`src/rtl/ball_pkg.sv`:
```
// ============================================================================
// Module   : ball_pkg
// Purpose  : Shared types and helpers for the ball motion controller.
//            - ball_state_t : controller state (IDLE, RUN, LOST)
//            - wide_t       : wide signed working type for saturating math
//            - sat_add      : a + b, clamped into [lo, hi]
// Revision : 1.0 - initial release
// ============================================================================
`default_nettype none

package ball_pkg;

    // Wide enough that sign-extended positions/speeds plus one addend can
    // never overflow before the clamp is applied.
    localparam int WIDE_W = 40;

    typedef logic signed [WIDE_W-1:0] wide_t;

    typedef enum logic [1:0] {
        IDLE = 2'd0,
        RUN  = 2'd1,
        LOST = 2'd2
    } ball_state_t;

    function automatic wide_t sat_add(input wide_t a, input wide_t b,
                                      input wide_t lo, input wide_t hi);
        wide_t sum;
        sum = a + b;
        if (sum < lo) begin
            sat_add = lo;
        end else if (sum > hi) begin
            sat_add = hi;
        end else begin
            sat_add = sum;
        end
    endfunction

endpackage

`default_nettype wire

```
`src/rtl/ball_motion_controller_axis.sv`:
```
// ============================================================================
// Module   : axis_integrator
// Purpose  : One axis of ball motion: fixed-point position accumulator,
//            signed speed register, edge reflection, flipper boost and
//            gravity, all with magnitude clamping.
// Ports    : clk, resetN        - clock, synchronous active-high reset
//            i_hold             - freeze every register
//            i_do_init          - reload initial position, clear speed
//            i_do_launch        - load launch speed
//            i_do_run           - axis is in flight
//            i_frame            - frame tick (advance position, gravity)
//            i_boost_hit        - flipper contact (reflect + boost if speed>0)
//            i_pos_hit          - edge blocking positive motion
//            i_neg_hit          - edge blocking negative motion
//            o_pos_int          - integer pixel position (floor)
//            o_beyond_limit     - next integer position >= LIMIT_POS
// Revision : 1.0 - initial release
// ============================================================================
`default_nettype none

module axis_integrator
    import ball_pkg::*;
#(
    parameter int POS_W        = 11,
    parameter int FRAC_BITS    = 6,
    parameter int SPEED_W      = 16,
    parameter int INIT_POS     = 0,
    parameter int LAUNCH_SPEED = 0,
    parameter int GRAVITY      = 0,
    parameter int MAX_SPEED    = 230,
    parameter int BOOST        = 0,
    parameter int LIMIT_POS    = 0
) (
    input  logic                    clk,
    input  logic                    resetN,
    input  logic                    i_hold,
    input  logic                    i_do_init,
    input  logic                    i_do_launch,
    input  logic                    i_do_run,
    input  logic                    i_frame,
    input  logic                    i_boost_hit,
    input  logic                    i_pos_hit,
    input  logic                    i_neg_hit,
    output logic signed [POS_W-1:0] o_pos_int,
    output logic                    o_beyond_limit
);

    localparam int PW = POS_W + FRAC_BITS + 1;

    localparam wide_t c_pos_max = (wide_t'(1) <<< (PW - 1)) - wide_t'(1);
    localparam wide_t c_pos_min = -(wide_t'(1) <<< (PW - 1));
    localparam wide_t c_spd_max = wide_t'(MAX_SPEED);
    localparam wide_t c_spd_min = -wide_t'(MAX_SPEED);
    localparam logic signed [PW-1:0] c_init_pos = PW'(wide_t'(INIT_POS) <<< FRAC_BITS);

    logic signed [PW-1:0]      r_pos;
    logic signed [SPEED_W-1:0] r_speed;

    logic signed [PW-1:0]      w_pos_next;
    logic signed [POS_W:0]     w_next_int;
    logic signed [SPEED_W-1:0] w_spd_reflect;
    logic signed [SPEED_W-1:0] w_spd_gravity;
    logic signed [SPEED_W-1:0] w_spd_launch;
    logic                      w_spd_neg;
    logic                      w_spd_pos;
    logic                      w_reflect;

    assign w_spd_neg = r_speed[SPEED_W-1];
    assign w_spd_pos = !w_spd_neg && (r_speed != '0);

    assign w_pos_next    = PW'(sat_add(wide_t'(r_pos), wide_t'(r_speed), c_pos_min, c_pos_max));
    assign w_spd_gravity = SPEED_W'(sat_add(wide_t'(r_speed), wide_t'(GRAVITY), c_spd_min, c_spd_max));
    assign w_spd_launch  = SPEED_W'(sat_add(wide_t'(LAUNCH_SPEED), wide_t'(0), c_spd_min, c_spd_max));

    // Each reflection only fires while the speed still points into the edge,
    // so a persisting overlap cannot flip the ball back and forth.
    always_comb begin
        w_reflect     = 1'b0;
        w_spd_reflect = r_speed;
        if (i_boost_hit && w_spd_pos) begin
            w_reflect     = 1'b1;
            w_spd_reflect = SPEED_W'(sat_add(-wide_t'(r_speed), -wide_t'(BOOST), c_spd_min, c_spd_max));
        end else if ((i_pos_hit && w_spd_pos) || (i_neg_hit && w_spd_neg)) begin
            w_reflect     = 1'b1;
            w_spd_reflect = SPEED_W'(sat_add(-wide_t'(r_speed), wide_t'(0), c_spd_min, c_spd_max));
        end
    end

    always_ff @(posedge clk) begin
        if (resetN) begin
            r_pos   <= c_init_pos;
            r_speed <= '0;
        end else if (!i_hold) begin
            if (i_do_init) begin
                r_pos   <= c_init_pos;
                r_speed <= '0;
            end else if (i_do_launch) begin
                r_speed <= w_spd_launch;
            end else if (i_do_run) begin
                // A collision owns the speed update; gravity only when none.
                if (w_reflect) begin
                    r_speed <= w_spd_reflect;
                end else if (i_frame) begin
                    r_speed <= w_spd_gravity;
                end
                if (i_frame) begin
                    r_pos <= w_pos_next;
                end
            end
        end
    end

    // Slicing off the fraction is an arithmetic shift, i.e. floor toward -inf.
    assign o_pos_int      = r_pos[FRAC_BITS +: POS_W];
    assign w_next_int     = $signed(w_pos_next[PW-1:FRAC_BITS]);
    assign o_beyond_limit = (wide_t'(w_next_int) >= wide_t'(LIMIT_POS));

endmodule

`default_nettype wire

```
`src/rtl/ball_motion_controller.sv`:
```
// ============================================================================
// Module   : ball_motion_controller
// Purpose  : Single-ball motion controller: IDLE/RUN/LOST sequencing, per
//            frame integration with gravity, border/flipper reflection and
//            ball-lost detection with automatic re-arm.
// Ports    : clk, resetN (sync, active-high)
//            startOfFrame, collisionBorders, collisionFlipper, HitEdgeCode
//            ([3] left, [2] top, [1] right, [0] bottom), launch, pause
//            topLeftX / topLeftY (signed pixels), running, ballLost (pulse)
// Revision : 1.0 - initial release
// ============================================================================
`default_nettype none

module ball_motion_controller
    import ball_pkg::*;
#(
    parameter int POS_W          = 11,
    parameter int FRAC_BITS      = 6,
    parameter int SPEED_W        = 16,
    parameter int INITIAL_X      = 280,
    parameter int INITIAL_Y      = 185,
    parameter int LAUNCH_X_SPEED = 0,
    parameter int LAUNCH_Y_SPEED = 100,
    parameter int GRAVITY        = 4,
    parameter int MAX_SPEED      = 230,
    parameter int FLIPPER_BOOST  = 16,
    parameter int LOST_Y         = 470
) (
    input  logic                    clk,
    input  logic                    resetN,
    input  logic                    startOfFrame,
    input  logic                    collisionBorders,
    input  logic                    collisionFlipper,
    input  logic [3:0]              HitEdgeCode,
    input  logic                    launch,
    input  logic                    pause,
    output logic signed [POS_W-1:0] topLeftX,
    output logic signed [POS_W-1:0] topLeftY,
    output logic                    running,
    output logic                    ballLost
);

    // The integer X position can never reach 2^POS_W, so the X axis never
    // reports a loss.
    localparam int c_x_unreachable = 1 << POS_W;

    ball_state_t r_state;

    logic w_do_launch;
    logic w_do_run;
    logic w_do_init;
    logic w_x_beyond;
    logic w_y_beyond;
    logic w_lost_hit;

    assign w_do_launch = (r_state == IDLE) && launch;
    assign w_do_run    = (r_state == RUN);
    assign w_do_init   = (r_state == LOST);
    assign w_lost_hit  = startOfFrame && (w_y_beyond || w_x_beyond);

    always_ff @(posedge clk) begin
        if (resetN) begin
            r_state  <= IDLE;
            running  <= 1'b0;
            ballLost <= 1'b0;
        end else if (!pause) begin
            case (r_state)
                IDLE: begin
                    if (launch) begin
                        r_state <= RUN;
                        running <= 1'b1;
                    end
                end
                RUN: begin
                    if (w_lost_hit) begin
                        r_state  <= LOST;
                        running  <= 1'b0;
                        ballLost <= 1'b1;
                    end
                end
                LOST: begin
                    r_state  <= IDLE;
                    ballLost <= 1'b0;
                end
                default: begin
                    r_state  <= IDLE;
                    running  <= 1'b0;
                    ballLost <= 1'b0;
                end
            endcase
        end
    end

    axis_integrator #(
        .POS_W       (POS_W),
        .FRAC_BITS   (FRAC_BITS),
        .SPEED_W     (SPEED_W),
        .INIT_POS    (INITIAL_X),
        .LAUNCH_SPEED(LAUNCH_X_SPEED),
        .GRAVITY     (0),
        .MAX_SPEED   (MAX_SPEED),
        .BOOST       (0),
        .LIMIT_POS   (c_x_unreachable)
    ) u_axis_x (
        .clk           (clk),
        .resetN        (resetN),
        .i_hold        (pause),
        .i_do_init     (w_do_init),
        .i_do_launch   (w_do_launch),
        .i_do_run      (w_do_run),
        .i_frame       (startOfFrame),
        .i_boost_hit   (1'b0),
        .i_pos_hit     (collisionBorders && HitEdgeCode[1]),
        .i_neg_hit     (collisionBorders && HitEdgeCode[3]),
        .o_pos_int     (topLeftX),
        .o_beyond_limit(w_x_beyond)
    );

    axis_integrator #(
        .POS_W       (POS_W),
        .FRAC_BITS   (FRAC_BITS),
        .SPEED_W     (SPEED_W),
        .INIT_POS    (INITIAL_Y),
        .LAUNCH_SPEED(LAUNCH_Y_SPEED),
        .GRAVITY     (GRAVITY),
        .MAX_SPEED   (MAX_SPEED),
        .BOOST       (FLIPPER_BOOST),
        .LIMIT_POS   (LOST_Y)
    ) u_axis_y (
        .clk           (clk),
        .resetN        (resetN),
        .i_hold        (pause),
        .i_do_init     (w_do_init),
        .i_do_launch   (w_do_launch),
        .i_do_run      (w_do_run),
        .i_frame       (startOfFrame),
        .i_boost_hit   (collisionFlipper),
        .i_pos_hit     (collisionBorders && HitEdgeCode[0]),
        .i_neg_hit     (collisionBorders && HitEdgeCode[2]),
        .o_pos_int     (topLeftY),
        .o_beyond_limit(w_y_beyond)
    );

endmodule

`default_nettype wire

```
`config.mk`:
```
export PLATFORM = sky130hd
export DESIGN_NAME = ball_motion_controller
export DESIGN_NICKNAME = d
export VERILOG_FILES = /design/src/rtl/ball_pkg.sv /design/src/rtl/ball_motion_controller_axis.sv /design/src/rtl/ball_motion_controller.sv
export SDC_FILE = /design/constraint.sdc
export NUM_CORES = 1
export LEC_CHECK = 0
export ABC_AREA = 1
export CAP_MARGIN = 10
export CORE_MARGIN = 4
export CORE_UTILIZATION = 40
export DETAILED_ROUTE_END_ITERATION = 7
export DONT_BUFFER_PORTS = 1
export GPL_TIMING_DRIVEN = 0
export PLACE_DENSITY = 0.58
export SLEW_MARGIN = 20
export SYNTH_ARGS = -nofsm -noshare
export SYNTH_HDL_FRONTEND = slang
export SYNTH_SLANG_ARGS = --single-unit
```
`constraint.sdc`:
```
create_clock -name clk -period 7.2 [get_ports clk]
set_input_delay 0.36 -clock clk [delete_from_list [all_inputs] [get_ports clk]]
set_output_delay 0.36 -clock clk [all_outputs]
set_load 0.05 [all_outputs]
```
==> metrics.txt <==
outcome completed; Routed Antenna Nets 0; Startpoint Class flip-flop; GPL Wtd Cong 0.866; worst path bufs/invs 4; CP Class flip-flop to flip-flop; FMAX 238 MHz; CP top delay family simple AND/OR/NAND/NOR gates; GR Util All Layers 19.9%; io pins 35; DRT Pass-1 Iters 4; Clock Latency Late Sink 340 ps; minimum clock period after layout 4210 ps; Num CTS Buffers 9; hold buffer count at CTS 0; Die Height 142 um; Yosys reg bits 68; CTS Sinks 68; ys async rst share 0%; RR Endpoint u_axis_y.r_speed[12]; Clock Skews 6.94 ps; worst-margin pin slew 746 ps; Final setup viols 0; layout cells sized above 1 9.98%; r2r setup slk 2990 ps; hold depth 3; drt drc 0; postcts setup bufs 0; DIE AREA 0.0202 mm2; Main synth FF type dfxtp_1; Clock Tree Root clkbuf_16; vias in the first global route 6802; DRT iter0 DRCs 380; pin count of the biggest net entering global routing 14; Max clock buf depth 2; Max stage delay on crit path 420 ps; Hold Path End u_axis_x.r_pos[14]; Total Negative Setup Slacks 0 ps; HP Start resetN; Syn Area/Cell 6.23 um2; EDFF count, synth 0; Yosys warning total 0; initial antenna violation count 0; Synth-to-Final Area Change 8.41%; largest fanout on the critical path 9; total routed wirelength 19800 um; Resized cells post-CTS 0; R2R cell count 20; Hold WC Path Type input port to flip-flop; n_diodes 0; Port Buffers 0; WP data arrival 4400 ps; Nets 1238; Crit-path slowest cell a21oi_1; Mapped Area 0.00720 mm2; RSZ-0062 raised after global routing no; final hold violations 0; sequential area share after synthesis 18.9%; CTS tree yes; post-route clock period utilization 58.5%; WP data required 7390 ps; H-tree levels 3; syn nets 1227; Worst path depth 20; DR vias/cell 5.13; site row count 48; DR WL/cell 14.2 um; Slew Viols, Final 0; hpwl dp 16000 um; max_cap viols 0; starting density of the core 41.2%; fillers 1888; post-synth cell types 57; Die W 142 um; worst r2r src u_axis_y.r_speed[2]; Critical Path End Type flip-flop; CTS clock-pin slew for the worst setup and hold paths 60 ps; via count 7162; Rel. slew slack 50.3%; first-pass GRT wire length 33200 um; worst-path cell chain inv_1 > ha_1 > nand2_4 > nor2_2 > nand3_2 > nor2_1 > nand2_1 > ha_1 > nand2_1 > inv_1 > a21oi_1 > clkinv_1 > nor3_1 > nor2_1 > inv_1 > nor2_1 > nand2_1 > a21oi_1 > o21ai_1 > a21oi_1; CORE AREA 0.0175 mm2; Cells after Synth 1156; GRT overflow 0
==> metal layers <==
| metal | GRT usage, % | part of all wire [%] | up-vias |
|---|---|---|---|
| met1 | 26.3 | 48 | 3233 |
| met3 | 3.19 | 3.8 | 14 |
| met5 | 0 | 0 | - |
| met4 | 3.74 | 0.89 | 0 |
| met2 | 34.5 | 47 | 121 |
| li1 | - | - | 3794 |
==> cell families (layout without fill, tap and decap cells) <==
family	after synthesis	after routing	share of synthesized area, %
buf+inv	178	194	11.1
other cells	1	1	0.0521
fa+ha+maj	60	60	10.5
simple gates	581	581	36.2
xor+xnor	54	54	6.83
flops	68	68	18.9
compound gates	214	214	16.4
==> cells in the mapped netlist (all sizes together) (4+ instances only) <==
master / count / area, um2
xor2: 36 / 334
nor3: 18 / 100
a21boi: 4 / 30.0
clkbuf: 11 / 41.3
nand2: 340 / 1350
inv: 130 / 488
nand3: 70 / 375
nor2: 114 / 525
nor4: 7 / 43.8
xnor2: 18 / 158
ha: 59 / 738
o21ai: 60 / 308
a21oi: 122 / 626
o31ai: 5 / 37.5
buf: 33 / 241
nand4: 25 / 156
dfxtp: 68 / 1360
==> worst reg2reg max path: cells and delay by family, from the launching register on <==
kind	cells	cell delay (ps)
AO/OA/AOI/OAI	4	1020
adder cells (fa/ha/maj)	2	530
buffers and inverters	4	860
flip-flops	1	400
AND/OR/NAND/NOR	10	1260
==> worst max path at each step <==
stage / start / to / slack (ps)
floorplan: u_axis_y.r_speed[2] / u_axis_y.r_speed[10] / 4120
CTS: u_axis_y.r_speed[2] / u_axis_y.r_speed[12] / 3010
global route: u_axis_y.r_speed[2] / u_axis_y.r_speed[12] / 2660
finish: u_axis_y.r_speed[2] / u_axis_y.r_speed[12] / 2990
detailed placement: u_axis_y.r_speed[2] / u_axis_y.r_speed[12] / 3030
global placement: u_axis_y.r_speed[2] / u_axis_y.r_speed[10] / 3020
==> final cells by class <==
class	count	area (um2)	share of cell area, %
Clock inverter	7	98.8	1.27
Tap cell	225	282	3.61
Sequential cell	68	1360	17.4
Multi-Input combinational cell	910	5040	64.6
Clock buffer	9	225	2.89
Buffer	46	303	3.88
Inverter	132	495	6.35
==> sequential cells by signal, indices dropped and copies added (netlist names) <==
register and count:
u_axis_x.r_speed 15, running 1, u_axis_y.r_pos 17, u_axis_y.r_speed 15, u_axis_x.r_pos 17, ballLost 1
r_state 2
==> metrics by stage <==
stage	area, um2	instances	setup slack [ps]	hold slack, ps	utilization [%]
floorplan	7200	1156	4120	449	-
global placement	7480	1381	3020	460	42.8
detailed placement	7480	1381	3030	465	42.8
CTS	7800	1397	3010	315	44.7
global route	7800	1397	2660	321	44.7
finish	7800	1397	2990	330	44.7
==> layout by cell type (no fill, tap or decap), types with 3 or more instances in the layout <==
| cell | n |
|---|---|
| a21oi_1 | 118 |
| a21oi_2 | 4 |
| a31oi_1 | 3 |
| buf_2 | 4 |
| buf_4 | 26 |
| clkbuf_1 | 11 |
| clkbuf_16 | 9 |
| dfxtp_1 | 68 |
| ha_1 | 59 |
| inv_1 | 122 |
| inv_2 | 8 |
| nand2_1 | 317 |
| nand2_2 | 19 |
| nand2_4 | 4 |
| nand3_1 | 65 |
| nand3_2 | 5 |
| nand3b_1 | 3 |
| nand4_1 | 25 |
| nor2_1 | 92 |
| nor2_2 | 17 |
| nor2_4 | 3 |
| nor3_1 | 16 |
| nor4_1 | 7 |
| o21ai_0 | 50 |
| o21ai_1 | 8 |
| o31ai_1 | 5 |
| xnor2_1 | 18 |
| xor2_1 | 35 |
Power is not shown: default switching activity piles up to over one toggle a cycle in this logic, so the estimate is an artifact.
